`src/rtl/signed_seg_display.sv`:
```
// Signed/unsigned binary to multiplexed seven-segment display driver.
// Sequential double-dabble conversion with sign, leading-zero blanking and overflow dashes.
module signed_seg_display #(
  parameter int unsigned DATA_W      = 8,
  parameter int unsigned DIGITS      = 4,
  parameter int unsigned REFRESH_DIV = 100000
) (
  input  logic              clk,
  input  logic              rst_n,
  input  logic [DATA_W-1:0] value,
  input  logic              signed_mode,
  input  logic              value_valid,
  output logic              busy,
  output logic              done,
  output logic              overflow,
  output logic [0:6]        seg,
  output logic [DIGITS-1:0] an
);

  localparam int unsigned BCD_W = 4 * DIGITS;
  localparam int unsigned SH_W  = $clog2(DATA_W);
  localparam int unsigned CNT_W = (REFRESH_DIV > 1) ? $clog2(REFRESH_DIV) : 1;
  localparam int unsigned IDX_W = (DIGITS > 1) ? $clog2(DIGITS) : 1;

  localparam logic [0:6] SEG_DASH  = 7'b1111110;
  localparam logic [0:6] SEG_BLANK = 7'b1111111;

  typedef enum logic [1:0] {S_IDLE, S_ABS, S_SHIFT, S_FIN} state_t;

  state_t                     r_state;
  state_t                     w_state_nxt;

  logic [DATA_W-1:0]          r_value;
  logic                       r_sm;
  logic                       r_neg;
  logic [DATA_W-1:0]          r_mag;
  logic [BCD_W-1:0]           r_bcd;
  logic [SH_W-1:0]            r_sh_cnt;
  logic                       r_ovf_sticky;
  logic [DIGITS-1:0][0:6]     r_disp;
  logic                       r_busy;
  logic                       r_done;
  logic                       r_overflow;
  logic [CNT_W-1:0]           r_ref_cnt;
  logic [IDX_W-1:0]           r_idx;
  logic [0:6]                 r_seg;
  logic [DIGITS-1:0]          r_an;

  logic                       w_neg_abs;
  logic [DATA_W-1:0]          w_mag_abs;
  logic [BCD_W-1:0]           w_bcd_adj;
  logic                       w_ovf_fin;
  logic [IDX_W-1:0]           w_msd;
  logic [DIGITS-1:0][0:6]     w_disp_fin;

  function automatic logic [0:6] seg_code(input logic [3:0] d);
    case (d)
      4'd0:    seg_code = 7'b0000001;
      4'd1:    seg_code = 7'b1001111;
      4'd2:    seg_code = 7'b0010010;
      4'd3:    seg_code = 7'b0000110;
      4'd4:    seg_code = 7'b1001100;
      4'd5:    seg_code = 7'b0100100;
      4'd6:    seg_code = 7'b0100000;
      4'd7:    seg_code = 7'b0001111;
      4'd8:    seg_code = 7'b0000000;
      4'd9:    seg_code = 7'b0000100;
      default: seg_code = SEG_BLANK;
    endcase
  endfunction

  always_ff @(posedge clk or negedge rst_n) begin
    if (!rst_n) r_state <= S_IDLE;
    else        r_state <= w_state_nxt;
  end

  always_comb begin
    w_state_nxt = r_state;
    case (r_state)
      S_IDLE:  if (value_valid) w_state_nxt = S_ABS;
      S_ABS:   w_state_nxt = S_SHIFT;
      S_SHIFT: if (r_sh_cnt == SH_W'(DATA_W - 1)) w_state_nxt = S_FIN;
      S_FIN:   w_state_nxt = S_IDLE;
      default: w_state_nxt = S_IDLE;
    endcase
  end

  // Datapath next values: magnitude, BCD correction and final display image.
  always_comb begin
    w_neg_abs = r_sm & r_value[DATA_W-1];
    w_mag_abs = w_neg_abs ? (DATA_W'(0) - r_value) : r_value;

    w_bcd_adj = r_bcd;
    for (int i = 0; i < int'(DIGITS); i++) begin
      if (r_bcd[4*i +: 4] >= 4'd5) w_bcd_adj[4*i +: 4] = r_bcd[4*i +: 4] + 4'd3;
    end

    w_ovf_fin = r_ovf_sticky | (r_neg & (r_bcd[BCD_W-1 -: 4] != 4'd0));

    w_msd = '0;
    for (int i = 0; i < int'(DIGITS); i++) begin
      if (r_bcd[4*i +: 4] != 4'd0) w_msd = IDX_W'(i);
    end

    w_disp_fin = '1;
    for (int i = 0; i < int'(DIGITS); i++) begin
      if (w_ovf_fin)                             w_disp_fin[i] = SEG_DASH;
      else if (i <= int'(w_msd))                 w_disp_fin[i] = seg_code(r_bcd[4*i +: 4]);
      else if (r_neg && (i == int'(w_msd) + 1))  w_disp_fin[i] = SEG_DASH;
      else                                       w_disp_fin[i] = SEG_BLANK;
    end
  end

  always_ff @(posedge clk or negedge rst_n) begin
    if (!rst_n) begin
      r_value      <= '0;
      r_sm         <= 1'b0;
      r_neg        <= 1'b0;
      r_mag        <= '0;
      r_bcd        <= '0;
      r_sh_cnt     <= '0;
      r_ovf_sticky <= 1'b0;
      r_disp       <= '1;
      r_busy       <= 1'b0;
      r_done       <= 1'b0;
      r_overflow   <= 1'b0;
    end else begin
      r_busy <= (r_state != S_IDLE);
      r_done <= (r_state == S_FIN);
      case (r_state)
        S_IDLE: begin
          if (value_valid) begin
            r_value <= value;
            r_sm    <= signed_mode;
          end
        end
        S_ABS: begin
          r_neg        <= w_neg_abs;
          r_mag        <= w_mag_abs;
          r_bcd        <= '0;
          r_ovf_sticky <= 1'b0;
          r_sh_cnt     <= '0;
        end
        S_SHIFT: begin
          r_bcd    <= {w_bcd_adj[BCD_W-2:0], r_mag[DATA_W-1]};
          r_mag    <= {r_mag[DATA_W-2:0], 1'b0};
          r_sh_cnt <= r_sh_cnt + SH_W'(1);
          if (w_bcd_adj[BCD_W-1]) r_ovf_sticky <= 1'b1;
        end
        S_FIN: begin
          r_disp     <= w_disp_fin;
          r_overflow <= w_ovf_fin;
        end
        default: ;
      endcase
    end
  end

  // Digit scan runs free of the converter; display image only changes in FIN.
  always_ff @(posedge clk or negedge rst_n) begin
    if (!rst_n) begin
      r_ref_cnt <= '0;
      r_idx     <= '0;
      r_seg     <= SEG_BLANK;
      r_an      <= '1;
    end else begin
      r_an  <= ~(DIGITS'(1) << r_idx);
      r_seg <= r_disp[r_idx];
      if (r_ref_cnt == CNT_W'(REFRESH_DIV - 1)) begin
        r_ref_cnt <= '0;
        r_idx     <= (r_idx == IDX_W'(DIGITS - 1)) ? '0 : r_idx + IDX_W'(1);
      end else begin
        r_ref_cnt <= r_ref_cnt + CNT_W'(1);
      end
    end
  end

  assign busy     = r_busy;
  assign done     = r_done;
  assign overflow = r_overflow;
  assign seg      = r_seg;
  assign an       = r_an;

endmodule

```
`config.mk`:
```
export PLATFORM = sky130hd
export DESIGN_NAME = signed_seg_display
export DESIGN_NICKNAME = d
export VERILOG_FILES = /design/src/rtl/signed_seg_display.sv
export SDC_FILE = /design/constraint.sdc
export NUM_CORES = 1
export LEC_CHECK = 0
export CAP_MARGIN = 10
export CELL_PAD_IN_SITES_DETAIL_PLACEMENT = 1
export CELL_PAD_IN_SITES_GLOBAL_PLACEMENT = 1
export CORE_AREA = 2 2 112 114
export DETAILED_ROUTE_END_ITERATION = 7
export DIE_AREA = 0 0 114 116
export DONT_BUFFER_PORTS = 1
export PLACE_DENSITY_LB_ADDON = 0.1
export SYNTH_ARGS = -nofsm -noshare
export SYNTH_HDL_FRONTEND = slang
export SYNTH_SLANG_ARGS = --single-unit
export TNS_END_PERCENT = 100
```
`constraint.sdc`:
```
create_clock -name clk -period 2.9 [get_ports clk]
set_input_delay 0.58 -clock clk [delete_from_list [all_inputs] [get_ports clk]]
set_output_delay 0.58 -clock clk [all_outputs]
set_load 0.01 [all_outputs]
```
==> results of run 1 <==
==> worst max path at each step <==
stage / start / end / slack, ns / cells after the start
floorplan: r_bcd[12]$_DFFE_PN0P_ / r_disp[10]$_DFFE_PN1P_ / 0.84 / 7
global placement: r_bcd[13]$_DFFE_PN0P_ / r_disp[27]$_DFFE_PN1P_ / 0.76 / 6
detailed placement: r_state[0]$_DFFE_PN0P_ / r_bcd[4]$_DFFE_PN0P_ / 0.68 / 4
CTS: r_bcd[13]$_DFFE_PN0P_ / r_disp[27]$_DFFE_PN1P_ / 0.71 / 6
global route: r_bcd[9]$_DFFE_PN0P_ / r_disp[20]$_DFFE_PN1P_ / 0.52 / 6
finish: r_bcd[9]$_DFFE_PN0P_ / r_disp[20]$_DFFE_PN1P_ / 0.71 / 6
==> sequential cells by signal, summed over array words and instances, names as in the netlist, 3 cells and up <==
signal / cells
r_disp: 28
an: 4
r_bcd: 16
r_sh_cnt: 3
r_value: 8
seg: 7
r_ref_cnt: 17
r_mag: 8
==> layout by cell type (no fill, tap or decap), types with 5 or more instances in the layout <==
master | netlist | final
buf_4 | 1 | 5
nor2_1 | 48 | 48
o22ai_1 | 13 | 13
ha_1 | 33 | 33
o32a_1 | 6 | 6
xor2_1 | 7 | 7
mux2i_1 | 6 | 6
nor2b_1 | 6 | 6
dfrtp_1 | 62 | 62
a31oi_1 | 6 | 6
dfstp_2 | 39 | 39
a21oi_1 | 28 | 28
nand3_1 | 17 | 17
mux2_2 | 16 | 16
nand2_1 | 33 | 33
xnor2_1 | 17 | 17
and2_1 | 5 | 5
clkbuf_16 | 0 | 10
o21ai_0 | 29 | 29
nor3_1 | 12 | 12
inv_1 | 40 | 40
mux4_2 | 7 | 7
==> worst max-delay path, stage by stage, from the launching register on <==
cell and delay [ns]:
dfrtp_1 0.45, inv_1 0.16, ha_1 0.25, nor3b_1 0.55
nand3_1 0.26, and4_1 0.30, a21oi_1 0.15
==> final cells by class <==
| cell class | instances | area (sq um) |
|---|---|---|
| inverter | 41 | 154 |
| clock inverter | 3 | 23.8 |
| fill | 1324 | 6050 |
| sequential | 101 | 2580 |
| multi-input combinational | 358 | 2590 |
| tap | 147 | 184 |
| clock buffer | 13 | 272 |
| timing repair buffer | 6 | 65.1 |
==> per-layer routing <==
| layer | vias up | part of all wire |
|---|---|---|
| met5 | - | 0 |
| met4 | 0 | 0.0092 |
| met3 | 12 | 0.036 |
| met2 | 45 | 0.47 |
| met1 | 1881 | 0.48 |
| li1 | 1831 | - |
==> per-stage QoR <==
step	setup slack [ns]	power, uW	std cells	hold WS [ns]	instance area (sq um)
6_report	0.707	4900	669	0.0645	5860
5_1_grt	0.523	5230	669	0.0415	5860
3_5_place_dp	0.680	3700	652	0.288	5540
3_3_place_gp	0.763	3640	652	0.288	5540
4_1_cts	0.708	4960	669	0.0530	5860
2_1_floorplan	0.838	3250	525	0.284	5410
==> cells by family (layout without fill, tap and decap cells) <==
| logic type | count (synthesis) | count (layout) |
|---|---|---|
| AOI/OAI and AO/OA | 115 | 115 |
| adders and majority gates | 33 | 33 |
| and+or+nand+nor | 157 | 157 |
| DFF | 101 | 101 |
| xor gates and xnor gates | 24 | 24 |
| muxes | 29 | 29 |
| buffers and inverters | 66 | 63 |
==> power by group through the flow <==
stage	registers, uW	clock network (uW)	logic (uW)
floorplan	2050	0	1210
global route	2160	1290	1770
global placement	2120	0	1520
finish	2120	1210	1570
detailed placement	2140	0	1570
CTS	2120	1240	1600
==> metrics.txt, run 1 <==
total length of routed wires=between 10000 and 15000 um; relative slew slack=0.588; CP required=3.18 ns; IO buf count=0; PostCTS Resize Cnt=0; fin crit period=~2.2 ns; Clock Power Share=0.247; grt ovf=0; R2R Setup Slk=between 0.7 and 0.8 ns; via count=between 3000 and 4000; share of layout cells above drive strength 1=0.184; drt drc=0; top_reg_cell synth=dfrtp_1; Die Width=114 um; Core Region=11900 sq um; ant diodes=0; outcome=completed; max-cap violations=0; combinational power share=0.321; Worst Reg-to-Reg Cells=6; routed len/inst=18.4 um; GP Congestion=0.805; number of CTS-inserted buffers=9; Initial Utilization=0.455; mux contribution to synthesized area=0.0735; Max Transition Viols Final=0; CTS max path bufs=2; Worst Setup End Kind=register; Startpoint Class=register; row cnt=40; Syn Inst Count=~530; Seq cells post-synth=101; GR Util met3=0.0513; I/O pins=26; Clock Latency Late Sink=~0.35 ns; Yosys top cell area share=0.287; largest net degree at the start of global routing=63; DRT antenna net count=0; CP arrival=about 2.5 ns; fraction of registers with async set/reset=1.00; Total GRT Usage=0.202; most used routing layer=met2; switch share=0.357; clock-pin slew on the worst setup and hold paths=approximately 0.07 ns; hold_buf cts=1; P_int=3150 uW; leading area contributor after synthesis=dfrtp_1; GR Util met2=0.331; htree depth=3; dpl hpwl=roughly 9000 um; yosys warns=0; M1 GR Usage=0.272; worst IR drop on VDD=around 0.00062 V; Cell Area, Synth=about 5400 sq um; Max FO, Critical Path=6; complex-gate fraction of the synthesized area=0.141; simple-gate portion of the synthesized area=0.148; most common cell in the netlist=dfrtp_1; largest family of logic cells by synthesized area=simple AND/OR/NAND/NOR gates; first-pass GRT wire length=slightly above 20000 um; distinct cell type count after synthesis=61; r2r startpoint=r_bcd[9]$_DFFE_PN0P_; Layout area overhead=8.25%; die area=13200 sq um; top cells by area, synth=dfrtp_1 (29%), dfstp_2 (19%), ha_1 (7.6%); clock sink count=~100; post-route setup TNS=0 ns; Setup Skew=a little over 0.007 ns; min-delay worst type=primary input to async pin; Psw=between 1500 and 2000 uW; number of synthesized flops with an enable pin=0; worst-margin pin slew=roughly 0.62 ns; initial antenna violation count=0; top post-synthesis cells by count=dfrtp_1 (62), nor2_1 (48), inv_1 (40); DIE HEIGHT=about 120 um; CTS tree=built; Nets=between 500 and 600; post-layout utilization of the core=0.492; Iteration-0 DRC Markers=~180; post-synthesis sequential area ratio=0.476; reg2reg end=r_disp[20]$_DFFE_PN1P_; vias per cell=between 5 and 6; sequential share of power=0.432; Syn Nets=570; kind of critical path=register to register; final worst-path cycle share=0.756; vias in the first global route=~3900; post-synthesis xor/xnor area fraction=0.0388; RSZ-0062 raised after global routing=no; Pre-Repair DR Iteration Count=4; Avg Cell Area, Syn=10.3 sq um; clk root buf=clkbuf_16; Post-CTS Setup Inserts=0; leakage power=about 0.0024 uW; Hold Vio Cnt, Final=0; power per cell area=836 nW/um^2; fmax=around 0.46 GHz; Setup violations, final=0; Post-Synth Adder-Cell Area=0.0763
No activity file was read; power rests on OpenSTA's default activity.
==> run 2, diff against run 1 <==
- clock period: 2.9 -> 2.1 ns (I/O delays scaled with it)
==> run 2 against run 1 <==
Against the previous run:
- the run now ends with negative hold slack left
- first-iteration DRC count is 3.9% lower
- largest cell class unchanged
- utilization is 0.48 points higher
- critical path depth is 1 higher
==> metrics.txt, run 2 (synthesized netlist as in run 1, its figures left out) <==
clock sink count=101 (unchanged); fin crit period=1.97 ns (-0.223 ns); Worst Setup End Kind=register; CP required=2.37 ns (-0.81 ns); most common cell after layout, fill and taps aside=dfrtp_1; Largest regs=r_disp x28, r_ref_cnt x17, r_bcd x16; leakage power=0.00242 uW (+1.4%); first-pass GRT wire length=21400 um (+4.3%); kind of critical path=register to register; share of layout cells above drive strength 1=0.202 (+0.0176); most frequent cells in the layout=dfrtp_1 (61), nor2_1 (48), inv_1 (40), dfstp_2 (39), ha_1 (33); total length of routed wires=12500 um (+1.3%); row cnt=40 (unchanged); Total GRT Usage=0.208 (+0.00599); GP Congestion=0.797 (-1.1%); DIE HEIGHT=116 um (unchanged); Core Region=11900 sq um (unchanged); routed len/inst=18.4 um (about the same); Die Width=114 um (unchanged); grt ovf=0 (unchanged); ant diodes=0 (unchanged); CTS tree=built; Largest Register=r_disp; Hold WS=-0.234 ns (-0.298 ns); Hold Vio Cnt, Final=101 (+101); FILL cells=1350 (+2.0%); Pre-Repair DR Iteration Count=4 (unchanged); dpl hpwl=8990 um (+1.8%); worst IR drop on VDD=0.000790 V (+28%); Layout area overhead=9.31%; Setup Skew=0.00734 ns (+0.000193 ns); Setup violations, final=0 (unchanged); power per cell area=1150 nW/um^2 (+38%); outcome=finished with violations; Nets=571 (+1.6%); post-layout utilization of the core=0.497 (+0.00483); CP arrival=2.24 ns (-0.23 ns); final worst-path cycle share=0.938 (+0.182); Iteration-0 DRC Markers=174 (-3.9%); Max Transition Viols Final=0 (unchanged); failing checks=negative hold slack; largest net degree at the start of global routing=102 (+62%); Clock Latency Late Sink=0.35 ns (about the same); I/O pins=26 (unchanged); Initial Utilization=0.455 (unchanged); min-delay worst type=primary input to async pin; IO buf count=0 (unchanged); post-route setup TNS=0 ns (unchanged); DRT antenna net count=0 (unchanged); initial antenna violation count=0 (unchanged); Max FO, Critical Path=7 (+1); CTS max path bufs=2 (unchanged); Startpoint Class=register; max-cap violations=0 (unchanged); number of flip-flops in the largest register=28 (unchanged); RSZ-0062 raised after global routing=no; clock-pin slew on the worst setup and hold paths=0.07 ns (about the same); worst-margin pin slew=0.482 ns (-0.135 ns); vias in the first global route=3975 (+2.7%); drt drc=0 (unchanged); via count=3859 (+2.4%); htree depth=3 (unchanged); number of CTS-inserted buffers=9 (unchanged); fmax=0.508 GHz (+11%); die area=13200 sq um (unchanged); clk root buf=clkbuf_16; relative slew slack=0.676 (+0.0878); vias per cell=5.69 (+1.0%)
==> run 2: metal layers <==
layer,GRT usage,part of all wire,vias to the layer above
li1,-,-,1851
met1,0.300,0.50,1949
met2,0.317,0.46,44
met3,0.0392,0.023,15
met4,0.0667,0.015,0
met5,0,0,-
==> run 2: through the flow <==
stage          instances  hold WS [ns]  power, uW  cell area, sq um  worst slack (ns)
2_1_floorplan        525         0.124       4490              5410            0.0377
3_3_place_gp         662         0.128       5110              5630             0.167
3_5_place_dp         662         0.129       5210              5630             0.109
4_1_cts              678        -0.253       6910              5910            0.0723
5_1_grt              678        -0.253       7310              5920           0.00715
6_report             678        -0.234       6820              5920             0.130
==> run 2: worst max-delay path: stages, from the launching register on <==
cell and delay [ns]:
dfrtp_1 0.43, inv_1 0.15, ha_1 0.18, or3b_4 0.44
a21oi_4 0.18, buf_4 0.17, and4_1 0.26, a21oi_1 0.09
==> run 2: final timing paths <==
path                                         start                       to  slack [ns]  depth (start not counted)
min in group clk                          value[5]   r_value[5]$_DFFE_PN0P_        0.22                          1
max in group asynchronous                    rst_n   r_disp[24]$_DFFE_PN1P_        2.09                          0
max                          r_bcd[12]$_DFFE_PN0P_   r_disp[18]$_DFFE_PN1P_        0.13                          7
min                                          rst_n     overflow$_DFFE_PN0P_       -0.23                          0
max reg2reg                  r_bcd[12]$_DFFE_PN0P_   r_disp[18]$_DFFE_PN1P_        0.13                          7
min reg2reg                r_sh_cnt[0]$_DFFE_PN0P_  r_sh_cnt[0]$_DFFE_PN0P_        0.49                          1
==> run 2: area by class of cell <==
| cell class | instances | area, sq um | share of cell area |
|---|---|---|---|
| multi-input combinational | 358 | 2590 | 0.438 |
| sequential | 101 | 2580 | 0.436 |
| clock buffer | 12 | 236 | 0.0400 |
| tap | 147 | 184 | 0.0311 |
| inverter | 41 | 154 | 0.0260 |
| timing repair buffer | 15 | 125 | 0.0211 |
| clock inverter | 4 | 48.8 | 0.00825 |
==> run 2: power breakdown <==
group / switching (uW) / internal [uW]
sequential: 404 / 2520
combinational: 1250 / 989
clock: 734 / 927
==> run 2: repair_timing <==
| item | 4_1_cts | 5_1_grt |
|---|---|---|
| setup buffers | 0 | 0 |
| resized for setup | 0 | 3 |
| setup endpoints to repair | 0 | 5 |
| endpoints found under the hold margin | 101 | 101 |
==> run 3, diff against run 2 <==
- GPL_TIMING_DRIVEN: unset -> 0
==> run 3 against run 2 <==
Against the previous run:
- the flow still finishes with violations (negative hold slack)
- die area unchanged
- design area up 1.2%
- clock power about the same
- clock skew down 0.00056 ns
- non-clock buffer count up 17
- critical endpoint is now r_disp[12]$_DFFE_PN1P_
- largest power group unchanged
- fmax down 4.0%
- routed wire length up 4.1%
- total power up 0.48%
==> metrics.txt, run 3 (synthesized netlist as in run 1, its figures left out) <==
Largest Register=r_disp; Max Transition Viols Final=0 (unchanged); RSZ-0062 raised after global routing=yes; relative slew slack=0.551 (-0.125); leakage power=0.00245 uW (+1.1%); sequential share of power=0.424 (-0.004); worst IR drop on VDD=0.000726 V (-8.1%); GP Congestion=0.840 (+5.4%); fin crit period=2.05 ns (+0.0815 ns); DIE HEIGHT=116 um (unchanged); Largest regs=r_disp x28, r_ref_cnt x17, r_bcd x16; row cnt=40 (unchanged); Layout area overhead=10.6%; Die Width=114 um (unchanged); Worst Setup End Kind=register; first-pass GRT wire length=22000 um (+2.5%); kind of critical path=register to register; fmax=0.487 GHz (-4.0%); CP required=2.38 ns (about the same); IO buf count=0 (unchanged); clock sink count=101 (unchanged); P_int=4330 uW (-2.3%); Placed Cells=672 (+1.5%); cell area after layout=5990 sq um (+1.2%); I/O pins=26 (unchanged); failing checks=negative hold slack; grt ovf=0 (unchanged); post-layout utilization of the core=0.503 (+0.00599); vias per cell=5.70 (+0.11%); clk root buf=clkbuf_16; Initial Utilization=0.455 (unchanged); Iteration-0 DRC Markers=155 (-11%); Worst path top cell family by delay=compound AO/OA/AOI/OAI gates; number of CTS-inserted buffers=9 (unchanged); final worst-path cycle share=0.977 (+0.0388); via count=3960 (+2.6%); clock-pin slew on the worst setup and hold paths=0.07 ns (about the same); Hold WS=-0.243 ns (-0.00939 ns); crit path cell chain=inv_2 > ha_2 > buf_6 > or3b_4 > a21oi_4 > nand2_4 > o32a_1; Startpoint Class=register; initial antenna violation count=0 (unchanged); combinational power share=0.330 (+0.002); Setup Skew=0.00678 ns (-0.000560 ns); share of layout cells above drive strength 1=0.204 (+0.00287); R2R Setup Slk=0.05 ns (-0.08 ns); DRT antenna net count=0 (unchanged); die area=13200 sq um (unchanged); CP max-delay cell=or3b_4; most common cell after layout, fill and taps aside=dfrtp_1; Pre-Repair DR Iteration Count=4 (unchanged); most frequent cells in the layout=dfrtp_1 (62), nor2_1 (48), dfstp_2 (39), inv_1 (38); Nets=588 (+3.0%); largest net degree at the start of global routing=102 (unchanged); min-delay worst type=primary input to async pin; r2r startpoint=r_bcd[12]$_DFFE_PN0P_; power per cell area=1140 nW/um^2 (-0.72%); worst-margin pin slew=0.674 ns (+0.192 ns); Clock Latency Late Sink=0.36 ns (about the same); routed len/inst=18.7 um (+1.6%); Setup violations, final=0 (unchanged); CTS max path bufs=2 (unchanged); Total GRT Usage=0.214 (+0.00648); max-cap violations=0 (unchanged); drt drc=0 (unchanged); htree depth=3 (unchanged); total length of routed wires=13000 um (+4.1%); reg2reg end=r_disp[12]$_DFFE_PN1P_; outcome=finished with violations; CTS tree=built; Hold Vio Cnt, Final=101 (unchanged); Crit path largest cell delay=0.43 ns (about the same); number of flip-flops in the largest register=28 (unchanged); Clock Power Share=0.247 (+0.003); Core Region=11900 sq um (unchanged); dpl hpwl=9250 um (+2.8%); Psw=2520 uW (+5.6%); switch share=0.368 (+0.0180); vias in the first global route=4124 (+3.7%); CP arrival=2.33 ns (+0.09 ns); ant diodes=0 (unchanged); Area after DPL=5600 sq um (-0.49%); Buf/Inv on CP=2 (unchanged); Worst Reg-to-Reg Cells=7 (unchanged); Max FO, Critical Path=9 (+2); Layout Cells excl Fill=695 (+2.5%)
-- run 3: power groups by stage --
stage          Clock (uW)  Sequential [uW]  Combinational, uW
2_1_floorplan           0             2830               1660
3_5_place_dp            0             2940               2230
4_1_cts              1730             2910               2280
5_1_grt              1820             2970               2550
3_3_place_gp            0             2930               2150
6_report             1690             2900               2260
-- run 3: worst max path at each step --
stage | startpoint | to | slack [ns] | cells after the start
4_1_cts | r_state[1]$_DFFE_PN0P_ | r_bcd[4]$_DFFE_PN0P_ | 0.03 | 5
6_report | r_bcd[12]$_DFFE_PN0P_ | r_disp[12]$_DFFE_PN1P_ | 0.05 | 7
5_1_grt | r_bcd[12]$_DFFE_PN0P_ | r_disp[5]$_DFFE_PN1P_ | -0.02 | 8
2_1_floorplan | r_bcd[12]$_DFFE_PN0P_ | r_disp[10]$_DFFE_PN1P_ | 0.04 | 7
3_3_place_gp | r_bcd[12]$_DFFE_PN0P_ | r_disp[12]$_DFFE_PN1P_ | -0.27 | 7
3_5_place_dp | r_bcd[13]$_DFFE_PN0P_ | r_disp[12]$_DFFE_PN1P_ | -0.33 | 7
-- run 3: worst reg2reg max path, stage by stage (launching register included) --
cell and delay [ns]:
dfrtp_1 0.39, inv_2 0.10, ha_2 0.20, buf_6 0.13
or3b_4 0.44, a21oi_4 0.23, nand2_4 0.11, o32a_1 0.39
-- run 3: cell type report --
type	count	area, sq um
buffer	24	103
clock buffer	10	250
clock inverter	6	48.8
fill	1315	5920
inverter	41	154
multi-input combinational	358	2610
sequential	101	2580
tap	147	184
timing repair buffer	8	60.1
-- run 3: per-layer routing --
metal,vias to the layer above,GRT usage,part of all wire,routed length (um)
met5,-,0,0,0
met3,8,0.0497,0.031,409
met4,0,0.0415,0.0089,116
li1,1878,-,-,-
met2,50,0.356,0.49,6340
met1,2024,0.290,0.47,6150
-- run 3: timing repair --
item                       in CTS  in global routing
setup buffers                   7                  1
gates resized for setup         6                 11
setup endpoints to repair      46                 34
pin swaps                       2                  1
hold endpoints to repair      101                101
-- run 3: stage by stage --
stage / power [uW] / setup slack [ns] / TNS, ns / hold slack [ns]
global placement: 5070 / -0.275 / -4.02 / 0.128
finish: 6850 / 0.0484 / 0 / -0.243
floorplan: 4490 / 0.0377 / 0 / 0.124
CTS: 6920 / 0.0298 / 0 / -0.259
detailed placement: 5170 / -0.325 / -5.55 / 0.128
global route: 7340 / -0.0235 / -0.0287 / -0.265
